`src/rtl/regfile_write_arbiter_if.sv`:
```
// Purpose: bundles the two result sources and the register-file write port of the write arbiter.
// Latency: none, this is a wire bundle.
// Backpressure: b_ready is driven by the arbiter; the A side is never stalled by the bus.
//
// Ports:
//   A side   : a_valid, a_addr, a_data (pipeline writeback).
//   B side   : b_valid, b_ready, b_addr, b_data (multicycle results).
//   RF port  : rd_address, rd_value, reg_write.
//   Status   : pending_mask, stall_pipe, fifo_count.
//   modport master is the result producer and register-file consumer; modport slave is the arbiter.
interface regfile_write_arbiter_if #(
    parameter int DEPTH = 4
);
    logic                      a_valid;
    logic [4:0]                a_addr;
    logic [31:0]               a_data;
    logic                      b_valid;
    logic                      b_ready;
    logic [4:0]                b_addr;
    logic [31:0]               b_data;
    logic [4:0]                rd_address;
    logic [31:0]               rd_value;
    logic                      reg_write;
    logic [31:0]               pending_mask;
    logic                      stall_pipe;
    logic [$clog2(DEPTH):0]    fifo_count;

    modport master (
        output a_valid, a_addr, a_data, b_valid, b_addr, b_data,
        input  b_ready, rd_address, rd_value, reg_write, pending_mask, stall_pipe, fifo_count
    );

    modport slave (
        input  a_valid, a_addr, a_data, b_valid, b_addr, b_data,
        output b_ready, rd_address, rd_value, reg_write, pending_mask, stall_pipe, fifo_count
    );
endinterface

```
`src/rtl/regfile_write_arbiter.sv`:
```
// Purpose: merges pipeline writeback (A) and buffered multicycle results (B) onto one register-file write port.
// Latency: 1 cycle from selection to rd_*; a B entry needs at least 2 edges from push to write.
// Backpressure: A is never stalled; B stalls when the FIFO is full (b_ready = !full); stall_pipe asks the pipeline to yield.
//
// Ports:
//   clk, rst_n : clock (rising edge) and asynchronous active-low reset.
//   bus        : slave side of regfile_write_arbiter_if (A/B inputs, RF write port, status outputs).
module regfile_write_arbiter #(
    parameter int DEPTH        = 4,
    parameter int STARVE_LIMIT = 8
) (
    input  logic                      clk,
    input  logic                      rst_n,
    regfile_write_arbiter_if.slave    bus
);
    localparam int PW = $clog2(DEPTH);
    localparam int CW = PW + 1;
    localparam int SW = $clog2(STARVE_LIMIT + 1);

    typedef struct packed {
        logic [4:0]  addr;
        logic [31:0] data;
    } entry_t;

    entry_t          mem_q [DEPTH];
    entry_t          mem_d [DEPTH];
    logic [DEPTH-1:0] vld_q, vld_d;
    logic [PW-1:0]   wr_ptr_q, wr_ptr_d;
    logic [PW-1:0]   rd_ptr_q, rd_ptr_d;
    logic [CW-1:0]   count_q, count_d;
    logic [SW-1:0]   starve_q, starve_d;
    logic            stall_q, stall_d;
    logic [4:0]      rd_address_q, rd_address_d;
    logic [31:0]     rd_value_q, rd_value_d;
    logic            reg_write_q, reg_write_d;

    logic            full, empty, push, pop;
    entry_t          head;
    logic [31:0]     pending;

    always_comb begin
        full  = (count_q == CW'(DEPTH));
        empty = (count_q == '0);
        // A always wins; B only drains in cycles A is idle.
        push  = bus.b_valid && !full;
        pop   = !bus.a_valid && !empty;
        head  = mem_q[rd_ptr_q];

        mem_d    = mem_q;
        vld_d    = vld_q;
        wr_ptr_d = wr_ptr_q;
        rd_ptr_d = rd_ptr_q;
        count_d  = count_q;

        // Push and pop never hit the same slot: a push needs !full and a pop needs !empty.
        if (push) begin
            mem_d[wr_ptr_q] = '{addr: bus.b_addr, data: bus.b_data};
            vld_d[wr_ptr_q] = 1'b1;
            wr_ptr_d        = wr_ptr_q + PW'(1);
        end
        if (pop) begin
            vld_d[rd_ptr_q] = 1'b0;
            rd_ptr_d        = rd_ptr_q + PW'(1);
        end
        if (push && !pop) begin
            count_d = count_q + CW'(1);
        end else if (pop && !push) begin
            count_d = count_q - CW'(1);
        end

        // Output stage: hold address/data when idle, only the enable drops.
        rd_address_d = rd_address_q;
        rd_value_d   = rd_value_q;
        reg_write_d  = 1'b0;
        if (bus.a_valid) begin
            rd_address_d = bus.a_addr;
            rd_value_d   = bus.a_data;
            reg_write_d  = (bus.a_addr != 5'd0);
        end else if (pop) begin
            rd_address_d = head.addr;
            rd_value_d   = head.data;
            reg_write_d  = (head.addr != 5'd0);
        end

        // Counts only cycles where queued B work loses to A; any pop or empty FIFO clears it.
        if (!empty && bus.a_valid) begin
            starve_d = (starve_q == SW'(STARVE_LIMIT)) ? starve_q : starve_q + SW'(1);
        end else begin
            starve_d = '0;
        end
        stall_d = (starve_d == SW'(STARVE_LIMIT));
    end

    always_comb begin
        pending = '0;
        for (int i = 0; i < DEPTH; i++) begin
            if (vld_q[i]) begin
                pending[mem_q[i].addr] = 1'b1;
            end
        end
        // r0 is hardwired, so it is never a hazard.
        pending[0] = 1'b0;
    end

    always_ff @(posedge clk or negedge rst_n) begin
        if (!rst_n) begin
            mem_q        <= '{default: '0};
            vld_q        <= '0;
            wr_ptr_q     <= '0;
            rd_ptr_q     <= '0;
            count_q      <= '0;
            starve_q     <= '0;
            stall_q      <= 1'b0;
            rd_address_q <= '0;
            rd_value_q   <= '0;
            reg_write_q  <= 1'b0;
        end else begin
            mem_q        <= mem_d;
            vld_q        <= vld_d;
            wr_ptr_q     <= wr_ptr_d;
            rd_ptr_q     <= rd_ptr_d;
            count_q      <= count_d;
            starve_q     <= starve_d;
            stall_q      <= stall_d;
            rd_address_q <= rd_address_d;
            rd_value_q   <= rd_value_d;
            reg_write_q  <= reg_write_d;
        end
    end

    assign bus.b_ready      = !full;
    assign bus.rd_address   = rd_address_q;
    assign bus.rd_value     = rd_value_q;
    assign bus.reg_write    = reg_write_q;
    assign bus.pending_mask = pending;
    assign bus.stall_pipe   = stall_q;
    assign bus.fifo_count   = count_q;
endmodule

```
`src/flat_wrapper.sv`:
```
// flat-port wrapper written by rule: the top's interface ports become plain ports
module regfile_write_arbiter_flat 
#(
    parameter int DEPTH        = 4,
    parameter int STARVE_LIMIT = 8
)
  (clk, rst_n, bus_a_valid, bus_a_addr, bus_a_data, bus_b_valid, bus_b_addr, bus_b_data, bus_b_ready, bus_rd_address, bus_rd_value, bus_reg_write, bus_pending_mask, bus_stall_pipe, bus_fifo_count);
  regfile_write_arbiter_if #(.DEPTH(DEPTH)) bus_i ();
  input  logic clk;
  input  logic rst_n;
  input wire logic [$bits(bus_i.a_valid)-1:0] bus_a_valid;
  input wire logic [$bits(bus_i.a_addr)-1:0] bus_a_addr;
  input wire logic [$bits(bus_i.a_data)-1:0] bus_a_data;
  input wire logic [$bits(bus_i.b_valid)-1:0] bus_b_valid;
  input wire logic [$bits(bus_i.b_addr)-1:0] bus_b_addr;
  input wire logic [$bits(bus_i.b_data)-1:0] bus_b_data;
  output wire logic [$bits(bus_i.b_ready)-1:0] bus_b_ready;
  output wire logic [$bits(bus_i.rd_address)-1:0] bus_rd_address;
  output wire logic [$bits(bus_i.rd_value)-1:0] bus_rd_value;
  output wire logic [$bits(bus_i.reg_write)-1:0] bus_reg_write;
  output wire logic [$bits(bus_i.pending_mask)-1:0] bus_pending_mask;
  output wire logic [$bits(bus_i.stall_pipe)-1:0] bus_stall_pipe;
  output wire logic [$bits(bus_i.fifo_count)-1:0] bus_fifo_count;
  assign bus_i.a_valid = bus_a_valid;
  assign bus_i.a_addr = bus_a_addr;
  assign bus_i.a_data = bus_a_data;
  assign bus_i.b_valid = bus_b_valid;
  assign bus_i.b_addr = bus_b_addr;
  assign bus_i.b_data = bus_b_data;
  assign bus_b_ready = bus_i.b_ready;
  assign bus_rd_address = bus_i.rd_address;
  assign bus_rd_value = bus_i.rd_value;
  assign bus_reg_write = bus_i.reg_write;
  assign bus_pending_mask = bus_i.pending_mask;
  assign bus_stall_pipe = bus_i.stall_pipe;
  assign bus_fifo_count = bus_i.fifo_count;
  regfile_write_arbiter #(.DEPTH(DEPTH), .STARVE_LIMIT(STARVE_LIMIT)) u_core (.clk(clk), .rst_n(rst_n), .bus(bus_i));
endmodule
```
`config.mk`:
```
export PLATFORM = sky130hd
export DESIGN_NAME = regfile_write_arbiter_flat
export DESIGN_NICKNAME = d
export VERILOG_FILES = /design/src/rtl/regfile_write_arbiter_if.sv /design/src/rtl/regfile_write_arbiter.sv /design/src/flat_wrapper.sv
export SDC_FILE = /design/constraint.sdc
export NUM_CORES = 1
export LEC_CHECK = 0
export CAP_MARGIN = 20
export CORE_ASPECT_RATIO = 1.1
export CORE_MARGIN = 2
export CORE_UTILIZATION = 50
export DETAILED_ROUTE_END_ITERATION = 8
export PLACE_DENSITY = 0.75
export SLEW_MARGIN = 40
export SYNTH_ARGS = -nofsm -noshare
export SYNTH_HDL_FRONTEND = slang
export SYNTH_SLANG_ARGS = --single-unit
export TNS_END_PERCENT = 1
```
`constraint.sdc`:
```
create_clock -name clk -period 3.2 [get_ports clk]
set_input_delay 0.48 -clock clk [delete_from_list [all_inputs] [get_ports clk]]
set_output_delay 0.48 -clock clk [all_outputs]
set_load 0.01 [all_outputs]
```
==> results of run 1 <==
what timing repair did:
item | in CTS | in global routing
hold buffers | 1 | 0
endpoints found under the hold margin | 3 | 0
setup buffers | 0 | 0
report_power, final:
| part | total [W] | leakage (nW) | internal (W) | switching [W] |
|---|---|---|---|---|
| Clock | 0.00249 | 0.358 | 0.00149 | 0.000993 |
| Combinational | 0.00544 | 2.51 | 0.00314 | 0.00229 |
| Sequential | 0.00480 | 2.41 | 0.00383 | 0.000968 |
layout by cell type, fill, tap and decap left out, types with 2 or more instances in the layout:
cell / count
a211o_1: 3
a21oi_1: 15
a221o_1: 9
a22oi_1: 12
and3_1: 5
and3b_1: 6
buf_12: 4
buf_4: 13
clkbuf_1: 6
clkbuf_16: 22
clkbuf_8: 7
clkdlybuf4s50_1: 149
clkinv_2: 3
dfrtp_1: 200
dfrtp_2: 2
ha_1: 11
inv_1: 8
mux2_1: 2
mux2_2: 147
mux2i_1: 37
mux4_2: 36
nand2_1: 59
nand2_2: 4
nand3_1: 5
nand3b_1: 12
nor2_1: 19
nor3_1: 2
nor3b_1: 8
o211ai_1: 7
o21ai_0: 43
o221ai_1: 12
o22ai_1: 9
or3_1: 2
or3b_2: 6
or4_1: 2
xnor2_1: 4
xor2_1: 3
state kept, by name (all words and copies together), names as in the netlist:
signal and cells:
u_core.wr_ptr_q 2, u_core.starve_q 4, u_core.bus.fifo_count 3, u_core.bus.stall_pipe 1, u_core.bus.reg_write 1, u_core.mem_q 148
u_core.rd_ptr_q 2, u_core.vld_q 4, u_core.bus.rd_value 32, u_core.bus.rd_address 5
through the flow:
step                      hold slack (ns)  area [um2]  total power [W]  instances  utilization, %
after floorplan                     0.184        9850          0.00828        754               -
after global placement              0.472       11600           0.0101       1115            60.4
after detailed placement            0.478       11600           0.0103       1115            60.4
after CTS                           0.492       12400           0.0128       1156            64.3
after global routing                0.507       12400           0.0135       1156            64.3
final                               0.490       12400           0.0127       1156            64.3
area by class of cell:
type,count,area (um2),share of cell area [%]
inverters,8,30.0,0.243
well taps,247,309,2.50
flip-flops and latches,202,5060,40.9
clock inverters,6,70.1,0.567
clock buffers,34,656,5.31
repair buffers,169,1700,13.7
multi-input cells,490,4540,36.7
cells by family after synthesis:
group	after synthesis	synth area share [%]
multiplexers	223	29.3
flip-flops	202	51.3
AND/OR/NAND/NOR	134	7.00
AO/OA/AOI/OAI	113	7.44
buffers and inverters	62	2.72
adder cells (fa/ha/maj)	12	1.60
XOR/XNOR	7	0.622
other	1	0.0381
path summary, 6_finish.rpt:
check                      slack, ns                            startpoint  cells after the start                                   end
min in group asynchronous       0.55                                 rst_n                      2    u_core.bus.rd_value[5]$_DFFE_PN0P_
min                             0.49          u_core.mem_q[68]$_DFFE_PN0P_                      1          u_core.mem_q[68]$_DFFE_PN0P_
max                             0.27          u_core.mem_q[69]$_DFFE_PN0P_                      4                   bus_pending_mask[6]
max reg2reg                     0.83  u_core.bus.fifo_count[0]$_DFFE_PN0P_                      9  u_core.bus.fifo_count[2]$_DFFE_PN0P_
min reg2reg                     0.49          u_core.mem_q[68]$_DFFE_PN0P_                      1          u_core.mem_q[68]$_DFFE_PN0P_
max in group asynchronous       1.85                                 rst_n                      3         u_core.mem_q[127]$_DFFE_PN0P_
worst reg2reg max path: stages (launching register included):
cell and delay (ns):
dfrtp_1 0.45, or3_2 0.50, nor2b_1 0.24, inv_1 0.10
ha_1 0.18, inv_1 0.06, fa_1 0.37, xor2_1 0.15
nor2_1 0.11, xor2_1 0.14
routing by layer:
metal / up-vias / part of all wire [%]
met5: - / 0
met3: 41 / 5.5
met2: 246 / 51
li1: 3081 / -
met4: 0 / 2.6
met1: 3450 / 41
==> summary.md, run 1 <==
| Metric | Value |
|---|---|
| Clock Tree Buf Depth | 3 |
| Setup TNS | 0 ns |
| Layout Nets | 983 |
| Clock Sinks | just over 200 |
| Ys Warns | 0 |
| GR Util met2 | 38.5% |
| Antenna violations before repair | 0 |
| Core Region | 19200 um2 |
| Routability cong. | between 0.9 and 1 |
| Die Wd | 138 um |
| Setup crit end kind | output port |
| Via count | 6818 |
| CP Data Required Time | between 2 and 3 ns |
| Syn Nets | roughly 840 |
| Status | finished, final reports clean |
| Post-synthesis sequential area ratio | 51.3% |
| Worst Hold Class | flip-flop to flip-flop |
| Routed wire per std cell | ~20 um |
| Worst path slowest cell | clkdlybuf4s50_1 |
| Initial core utilization | 51.2% |
| Syn Area/Cell | 13.1 um2 |
| Critical path class | flip-flop to output port |
| Worst VDD drop | 0.000455 V |
| FMAX | approximately 340 MHz |
| Clk_lat worst skew | 0.51 ns |
| Post_cts resized | 0 |
| Die H | 151 um |
| Static Leakage | about 5.3 nW |
| Post-synth EDFFs | 0 |
| Tmin final | 2.93 ns |
| First-pass GRT wire length | ~37000 um |
| # IOs | 153 |
| ANT nets after route | 0 |
| Type of origin of the critical path | flip-flop |
| Crit share post-route | between 90% and 100% |
| Top FF cell, synth | dfrtp_1 |
| Slew @ Worst Pin | 0.758 ns |
| Slew Viols, Final | 0 |
| Met3 Usage GRT | 3.25% |
| Most frequent cell after synthesis | dfrtp_1 |
| Vias in the first global route | 7090 |
| Max_slew headroom | 49.5% |
| WL final | 23300 um |
| Critical path peak fanout | 8 |
| Placement Setup Slack | 0.782 ns |
| Buf/Inv on CP | 1 |
| Clock Skews | 0.0176 ns |
| TritonCTS buffer count | 22 |
| DIE AREA | 20800 um2 |
| Arrival time at the worst endpoint | 2.45 ns |
| Cell accounting for the most synthesized area | dfrtp_1 |
| DR vias/cell | 5.90 |
| Hold Fails Final Rpt | 0 |
| Ys async rst share | 100% |
| Share of the synthesized area in the top cell type | 51.3% |
| Post-synthesis cell type count | 43 |
| Post-synth top cells | dfrtp_1 (202), mux2_2 (147), nand2_1 (61), o21ai_0 (43), mux2i_1 (37) |
| Fillers | 1476 |
| CP peak stage delay | 0.57 ns |
| Overflow after GRT | 0 |
| Gr busiest metal | met2 |
| CTS tree | done |
| Max capacitance violation total | 0 |
| Detailed-router iteration count before antenna repair | 5 |
| Count of endpoints failing setup in the final report | 0 |
| Post-Syn Instances | 754 |
| Reg clk slew, reported paths | 0.06 ns |
| Top Family by Delay on Critical Path | buffers and inverters |
| # DRC | 0 |
| Share of cells above drive strength 1 | 27.4% |
| Setup WS post-layout | 0.273 ns |
| Mapped cell area | 9850 um2 |
| PortBufs | 151 |
| Pwr/cell area | 1030 nW/um2 |
| Largest net degree at the start of global routing | 78 |
| RSZ-0062 raised after global routing | false |
| Antenna cells | 0 |
| Critical-path cell list | nand3b_1 -> o2bb2a_1 -> o211ai_1 -> clkdlybuf4s50_1 |
| Tot GR Track Use | 22.5% |
| Clock Tree Root | clkbuf_16 |
| HPWL Detailed | 15200 um |
| FF+latch count, synth | 202 |
| Starting DRT DRC Count | about 350 |
| Num rows | 53 |
| Largest cells by area after synthesis | dfrtp_1 (51%), mux2_2 (17%), mux4_2 (8.2%) |
| Depth of the CTS H-tree | 1 |
| Met1 usage | 29.5% |
| Area Growth Syn to Fin | 25.4% |
No activity file was read; power rests on OpenSTA's default activity.
==> inputs of run 2 (changes only) <==
Settings changed: GPL_TIMING_DRIVEN from default to 0.
==> run 2 against run 1 <==
  * Global-route usage is 1.4 points higher
  * Register-to-register slack got worse by 0.29 ns
  * Highest routed layer unchanged
  * Maximum frequency fell by 6.6%
  * Largest power group unchanged
==> summary.md, run 2 (synthesized netlist as in run 1, its figures left out) <==
| Metric | Value |
|---|---|
| Via count | 6960 (was 6818) |
| # Post-CTS Setup Buffers | 0 (unchanged) |
| Pwr/cell area | 1010 nW/um2 (was 1030 nW/um2) |
| Clock Tree Buf Depth | 3 (unchanged) |
| Switching portion of total power | 34.1% (was 33.4%) |
| Clock Skews | 0.0209 ns (was 0.0176 ns) |
| Placement Setup Slack | 0.407 ns (was 0.782 ns) |
| DIE AREA | 20800 um2 (unchanged) |
| DP Area | 11700 um2 (was 11600 um2) |
| PortBufs | 151 (unchanged) |
| Largest register by flop count | u_core.mem_q (unchanged) |
| Clk_lat worst skew | 0.50 ns (was 0.51 ns) |
| ANT nets after route | 0 (unchanged) |
| Die Wd | 138 um (unchanged) |
| DR vias/cell | 5.85 (was 5.90) |
| Routability cong. | 0.878 (was 0.930) |
| Gate power share | 45.8% (was 42.7%) |
| Arrival time at the worst endpoint | 2.65 ns (was 2.45 ns) |
| Overflow after GRT | 0 (unchanged) |
| Type of origin of the critical path | flip-flop (unchanged) |
| Clock Sinks | 202 (unchanged) |
| Count of endpoints failing setup in the final report | 0 (unchanged) |
| Core Region | 19200 um2 (unchanged) |
| Worst Hold Class | flip-flop to flip-flop (unchanged) |
| Vias in the first global route | 7170 (was 7090) |
| Critical path peak fanout | 10 (was 8) |
| Hold Fails Final Rpt | 0 (unchanged) |
| Tmin final | 3.13 ns (was 2.93 ns) |
| Routed wire per std cell | 20.2 um (was 20.1 um) |
| Finished Core Util | 64.3% (about the same) |
| TritonCTS buffer count | 21 (was 22) |
| Post_cts resized | 0 (unchanged) |
| First-pass GRT wire length | 38500 um (was 36800 um) |
| Max_slew headroom | 44.6% (was 49.5%) |
| WL final | 24000 um (was 23300 um) |
| HPWL Detailed | 16300 um (was 15200 um) |
| Largest net degree at the start of global routing | 75 (was 78) |
| Share of cells above drive strength 1 | 26.4% (was 27.4%) |
| CP Data Required Time | 2.72 ns (about the same) |
| Most frequent cells in the layout | dfrtp_1 (202), clkdlybuf4s50_1 (150), mux2_2 (147) (was dfrtp_1 (200), clkdlybuf4s50_1 (149), mux2_2 (147)) |
| Area Growth Syn to Fin | 25.5% (was 25.4%) |
| Largest register FFs | 148 (unchanged) |
| Final instance area | 12400 um2 (about the same) |
| Status | finished, final reports clean (unchanged) |
| Setup TNS | 0 ns (unchanged) |
| Reg clk slew, reported paths | 0.06 ns (about the same) |
| FMAX | 319 MHz (was 342 MHz) |
| Critical path class | flip-flop to output port (unchanged) |
| Setup crit end kind | output port (unchanged) |
| Setup WS post-layout | 0.0651 ns (was 0.273 ns) |
| Seq pwr share | 36.4% (was 37.7%) |
| Layout Nets | 1020 (was 983) |
| Slew Viols, Final | 0 (unchanged) |
| Clock share of power | 17.8% (was 19.5%) |
| RSZ-0062 raised after global routing | true (was false) |
| Depth of the CTS H-tree | 1 (unchanged) |
| Pint | 0.00826 W (was 0.00847 W) |
| CTS tree | done (unchanged) |
| Die H | 151 um (unchanged) |
| Num rows | 53 (unchanged) |
| Overall power | 0.0125 W (was 0.0127 W) |
| Static Leakage | 5.27 nW (was 5.29 nW) |
| Commonest non-fill, non-tap cell in the layout | dfrtp_1 (unchanged) |
| Clock Tree Root | clkbuf_16 (unchanged) |
| Starting DRT DRC Count | 389 (was 354) |
| Antenna cells | 0 (unchanged) |
| Slew @ Worst Pin | 0.832 ns (was 0.758 ns) |
| Worst VDD drop | 0.000435 V (was 0.000455 V) |
| Tot GR Track Use | 23.9% (was 22.5%) |
| Initial core utilization | 51.2% (unchanged) |
| Crit share post-route | 98.0% (was 91.5%) |
| Antenna violations before repair | 0 (unchanged) |
| # IOs | 153 (unchanged) |
| Sw Pwr | 0.00427 W (was 0.00425 W) |
| Max capacitance violation total | 0 (unchanged) |
| Detailed-router iteration count before antenna repair | 5 (unchanged) |
| # DRC | 0 (unchanged) |
## run 2: changes by cell type in the layout (fill, tap and decap cells not counted), moves of 3 or more
cell	delta
clkinv_2	+3
buf_4	-12
buf_12	-4
clkbuf_1	+28
clkbuf_8	-5
buf_2	+19
## run 2: repair_timing
item / 4_1_cts / 5_1_grt
endpoints found under the setup margin: 0 / 3
hold buffers: 1 / 0
hold endpoints to repair: 59 / 0
## run 2: path summary, 6_finish.rpt
check                                                      from                              endpoint  slack, ns  cells after the start
hold reg to reg                    u_core.mem_q[37]$_DFFE_PN0P_          u_core.mem_q[37]$_DFFE_PN0P_       0.49                      1
min in group asynchronous                                 rst_n    u_core.bus.rd_value[8]$_DFFE_PN0P_       0.51                      2
setup / recovery                  u_core.mem_q[147]$_DFFE_PN0P_                  bus_pending_mask[17]       0.07                      5
hold / removal                     u_core.mem_q[37]$_DFFE_PN0P_          u_core.mem_q[37]$_DFFE_PN0P_       0.49                      1
setup reg to reg           u_core.bus.fifo_count[0]$_DFFE_PN0P_  u_core.bus.fifo_count[2]$_DFFE_PN0P_       0.54                     11
max in group asynchronous                                 rst_n          u_core.mem_q[30]$_DFFE_PN0P_       1.94                      3
## run 2: stage by stage
stage,std cells,hold slack [ns]
final,1190,0.488
after global routing,1190,0.513
after CTS,1191,0.493
after detailed placement,1154,0.453
after global placement,1152,0.470
after floorplan,754,0.184
## run 2: critical path, cell delays in order (launching register included)
cell	delay (ns)
dfrtp_1	0.32
clkbuf_1	0.46
nor3b_1	0.47
a22oi_1	0.16
o221ai_1	0.15
clkdlybuf4s50_1	0.61
## run 2: metal layers
metal	vias to the layer above	wire length (um)	GRT usage [%]
li1	3148	-	-
met1	3509	10200	32.4
met2	267	11900	40.1
met3	36	1500	3.55
met4	0	449	6.99
met5	-	0	0
## run 2: power by group through the flow
| stage | Clock, W | Combinational [W] | Sequential (W) |
|---|---|---|---|
| 2_1_floorplan | 0 | 0.00381 | 0.00447 |
| 3_3_place_gp | 0 | 0.00565 | 0.00452 |
| 3_5_place_dp | 0 | 0.00577 | 0.00457 |
| 4_1_cts | 0.00227 | 0.00579 | 0.00453 |
| 5_1_grt | 0.00239 | 0.00623 | 0.00473 |
| 6_report | 0.00223 | 0.00574 | 0.00456 |
## run 2: layout make-up
type | count | area (um2)
fill | 1508 | 6860
multi-input combinational | 490 | 4540
tap | 247 | 309
clock buffer | 28 | 572
clock inverter | 8 | 46.3
sequential | 202 | 5050
timing repair buffer | 154 | 1580
buffer | 53 | 235
inverter | 8 | 30.0
==> inputs of run 3 (changes only) <==
--- a/config.mk
+++ b/config.mk
@@ -11,6 +11,7 @@
 export CORE_UTILIZATION = 50
 export DETAILED_ROUTE_END_ITERATION = 8
+export GPL_ROUTABILITY_DRIVEN = 1
 export GPL_TIMING_DRIVEN = 0
-export PLACE_DENSITY = 0.75
+export PLACE_DENSITY = 0.8
 export SLEW_MARGIN = 40
 export SYNTH_ARGS = -nofsm -noshare
==> constraint.sdc (replaced) <==
create_clock -name clk -period 3.2 [get_ports clk]
set_input_delay 0.48 -clock clk [delete_from_list [all_inputs] [get_ports clk]]
set_output_delay 0.48 -clock clk [all_outputs]
set_load 0.05 [all_outputs]
==> run 3 against run 2 <==
  * Final cell count increased by 0.42%
  * Die area unchanged
  * Sequential power about the same
  * Routed wire length increased by 1.8%
  * Worst setup slack got worse by 0.060 ns
  * Count of clock-buffer cells in the layout increased by 1
  * First-iteration DRC count increased by 6.9%
  * Critical path depth decreased by 1
  * Power increased by 13%
  * Clock skew decreased by 0.0012 ns
  * Non-clock buffer count increased by 2
==> summary.md, run 3 (synthesized netlist as in run 1, its figures left out) <==
| Metric | Value |
|---|---|
| Status | finished, final reports clean (unchanged) |
| Worst path slowest cell | clkdlybuf4s50_1 (unchanged) |
| Clock Skews | 0.0197 ns (was 0.0209 ns) |
| Count of endpoints failing setup in the final report | 0 (unchanged) |
| Worst Hold Class | input port to asynchronous set/reset pin (was flip-flop to flip-flop) |
| Hold_ws | 0.467 ns (was 0.488 ns) |
| Die Wd | 138 um (unchanged) |
| Buf/Inv on CP | 2 (unchanged) |
| Clock share of power | 18.3% (was 17.8%) |
| Via count | 7026 (was 6960) |
| HPWL Detailed | 16900 um (was 16300 um) |
| First-pass GRT wire length | 38700 um (was 38500 um) |
| Detailed-router iteration count before antenna repair | 5 (unchanged) |
| Non-filler cells, final | 1195 (was 1190) |
| DIE AREA | 20800 um2 (unchanged) |
| Core Region | 19200 um2 (unchanged) |
| WL final | 24500 um (was 24000 um) |
| Initial core utilization | 51.2% (unchanged) |
| Pint | 0.00855 W (was 0.00826 W) |
| Switching portion of total power | 39.3% (was 34.1%) |
| Clock Sinks | 202 (unchanged) |
| Top Family by Delay on Critical Path | buffers and inverters (unchanged) |
| # Post-CTS Setup Buffers | 0 (unchanged) |
| Antenna violations before repair | 0 (unchanged) |
| Clock Tree Buf Depth | 3 (unchanged) |
| Type of origin of the critical path | flip-flop (unchanged) |
| Tmin final | 3.19 ns (was 3.13 ns) |
| Clock Tree Root | clkbuf_16 (unchanged) |
| Most frequent cells in the layout | dfrtp_1 (202), mux2_2 (147), clkdlybuf4s50_1 (125) (was dfrtp_1 (202), clkdlybuf4s50_1 (150), mux2_2 (147)) |
| Largest register by flop count | u_core.mem_q (unchanged) |
| Critical-path cell list | or3b_2 -> clkbuf_1 -> o221ai_1 -> clkdlybuf4s50_1 (was clkbuf_1 -> nor3b_1 -> a22oi_1 -> o221ai_1 -> clkdlybuf4s50_1) |
| Critical path class | flip-flop to output port (unchanged) |
| Depth of the CTS H-tree | 1 (unchanged) |
| Setup crit end kind | output port (unchanged) |
| Finished Core Util | 65.4% (was 64.3%) |
| RSZ-0062 raised after global routing | true (unchanged) |
| CTS tree | done (unchanged) |
| CP peak stage delay | 0.84 ns (was 0.61 ns) |
| Max_slew headroom | 41.7% (was 44.6%) |
| Antenna cells | 0 (unchanged) |
| Gate power share | 49.3% (was 45.8%) |
| Largest net degree at the start of global routing | 72 (was 75) |
| Slew Viols, Final | 0 (unchanged) |
| Routed wire per std cell | 20.5 um (was 20.2 um) |
| Static Leakage | 5.65 nW (was 5.27 nW) |
| Critical path peak fanout | 7 (was 10) |
| Worst VDD drop | 0.000591 V (was 0.000435 V) |
| Max capacitance violation total | 0 (unchanged) |
| # IOs | 153 (unchanged) |
| Placed instance count | 1155 (was 1154) |
| Crit share post-route | 99.8% (was 98.0%) |
| CP Data Required Time | 2.72 ns (about the same) |
| Share of cells above drive strength 1 | 27.6% (was 26.4%) |
| DR vias/cell | 5.88 (was 5.85) |
| Vias in the first global route | 7236 (was 7170) |
| Num rows | 53 (unchanged) |
| Slew @ Worst Pin | 0.875 ns (was 0.832 ns) |
| # DRC | 0 (unchanged) |
| TritonCTS buffer count | 22 (was 21) |
| Starting DRT DRC Count | 416 (was 389) |
| Die H | 151 um (unchanged) |
| PortBufs | 151 (unchanged) |
| Overflow after GRT | 0 (unchanged) |
| Fillers | 1497 (was 1508) |
| Commonest non-fill, non-tap cell in the layout | dfrtp_1 (unchanged) |
| FMAX | 313 MHz (was 319 MHz) |
| Largest register FFs | 148 (unchanged) |
| Seq pwr share | 32.4% (was 36.4%) |
| Tot GR Track Use | 23.9% (about the same) |
| Setup WS post-layout | 0.00505 ns (was 0.0651 ns) |
| Arrival time at the worst endpoint | 2.71 ns (was 2.65 ns) |
| Overall power | 0.0141 W (was 0.0125 W) |
| Area Growth Syn to Fin | 27.6% (was 25.5%) |
| Layout Nets | 1023 (was 1020) |
| Sw Pwr | 0.00555 W (was 0.00427 W) |
| Pwr/cell area | 1120 nW/um2 (was 1010 nW/um2) |
| Hold Fails Final Rpt | 0 (unchanged) |
| Placement Setup Slack | 0.279 ns (was 0.407 ns) |
| Reg clk slew, reported paths | 0.06 ns (about the same) |
| Clk_lat worst skew | 0.51 ns (was 0.50 ns) |
| ANT nets after route | 0 (unchanged) |
| Routability cong. | 0.904 (was 0.878) |
[run 3: cell types whose count changed in the layout (fill, tap and decap cells not counted), sizes merged]
cell,change
inv,-1
clkbuf,+3
clkinvlp,-1
bufinv,+3
clkinv,+1
dlymetal6s2s,+14
clkdlybuf4s50,-25
dlygate4sd2,+11
[run 3: per-stage QoR]
step	cell area (um2)	TNS [ns]
after floorplan	9850	0
after global placement	11700	-1357.70
after detailed placement	11800	0
after CTS	12500	-0.0510
after global routing	12600	-0.124
final	12600	0
[run 3: routing by layer]
layer / track usage (%) / vias to the layer above / wire [um]
li1: - / 3166 / -
met1: 33.1 / 3521 / 10300
met2: 39.5 / 291 / 12000
met3: 3.68 / 48 / 1620
met4: 6.63 / 0 / 464
met5: 0 / - / 0
[run 3: cell type report]
type / count / area, um2 / area share [%]
flip-flops and latches: 202 / 5050 / 40.2
clock inverters: 10 / 136 / 1.08
clock buffers: 29 / 607 / 4.83
plain buffers: 54 / 239 / 1.90
inverters: 8 / 30.0 / 0.239
multi-input cells: 490 / 4580 / 36.4
repair buffers: 155 / 1620 / 12.9
well taps: 247 / 309 / 2.46
[run 3: timing repair]
item                       in CTS  in global routing
hold buffers                    1                  0
hold endpoints to repair       44                  0
setup endpoints to repair      15                 20
pin swaps                       0                  0
resized for setup              15                 18
[run 3: path summary, 6_finish.rpt]
kind                       cells past startpoint  slack, ns                            startpoint                              endpoint
min in group clk                               1       0.50          u_core.mem_q[55]$_DFFE_PN0P_          u_core.mem_q[55]$_DFFE_PN0P_
hold / removal                                 2       0.47                                 rst_n    u_core.bus.rd_value[6]$_DFFE_PN0P_
hold reg to reg                                1       0.50          u_core.mem_q[55]$_DFFE_PN0P_          u_core.mem_q[55]$_DFFE_PN0P_
setup reg to reg                              11       0.52  u_core.bus.fifo_count[0]$_DFFE_PN0P_  u_core.bus.fifo_count[2]$_DFFE_PN0P_
max in group asynchronous                      4       1.89                                 rst_n         u_core.mem_q[137]$_DFFE_PN0P_
setup / recovery                               4      0.005          u_core.mem_q[70]$_DFFE_PN0P_                   bus_pending_mask[4]
[run 3: power groups by stage]
stage	Sequential [W]	Clock [W]	Combinational [W]
2_1_floorplan	0.00521	0	0.00424
3_3_place_gp	0.00451	0	0.00679
3_5_place_dp	0.00459	0	0.00695
4_1_cts	0.00456	0.00263	0.00697
5_1_grt	0.00472	0.00274	0.00741
6_report	0.00457	0.00258	0.00695
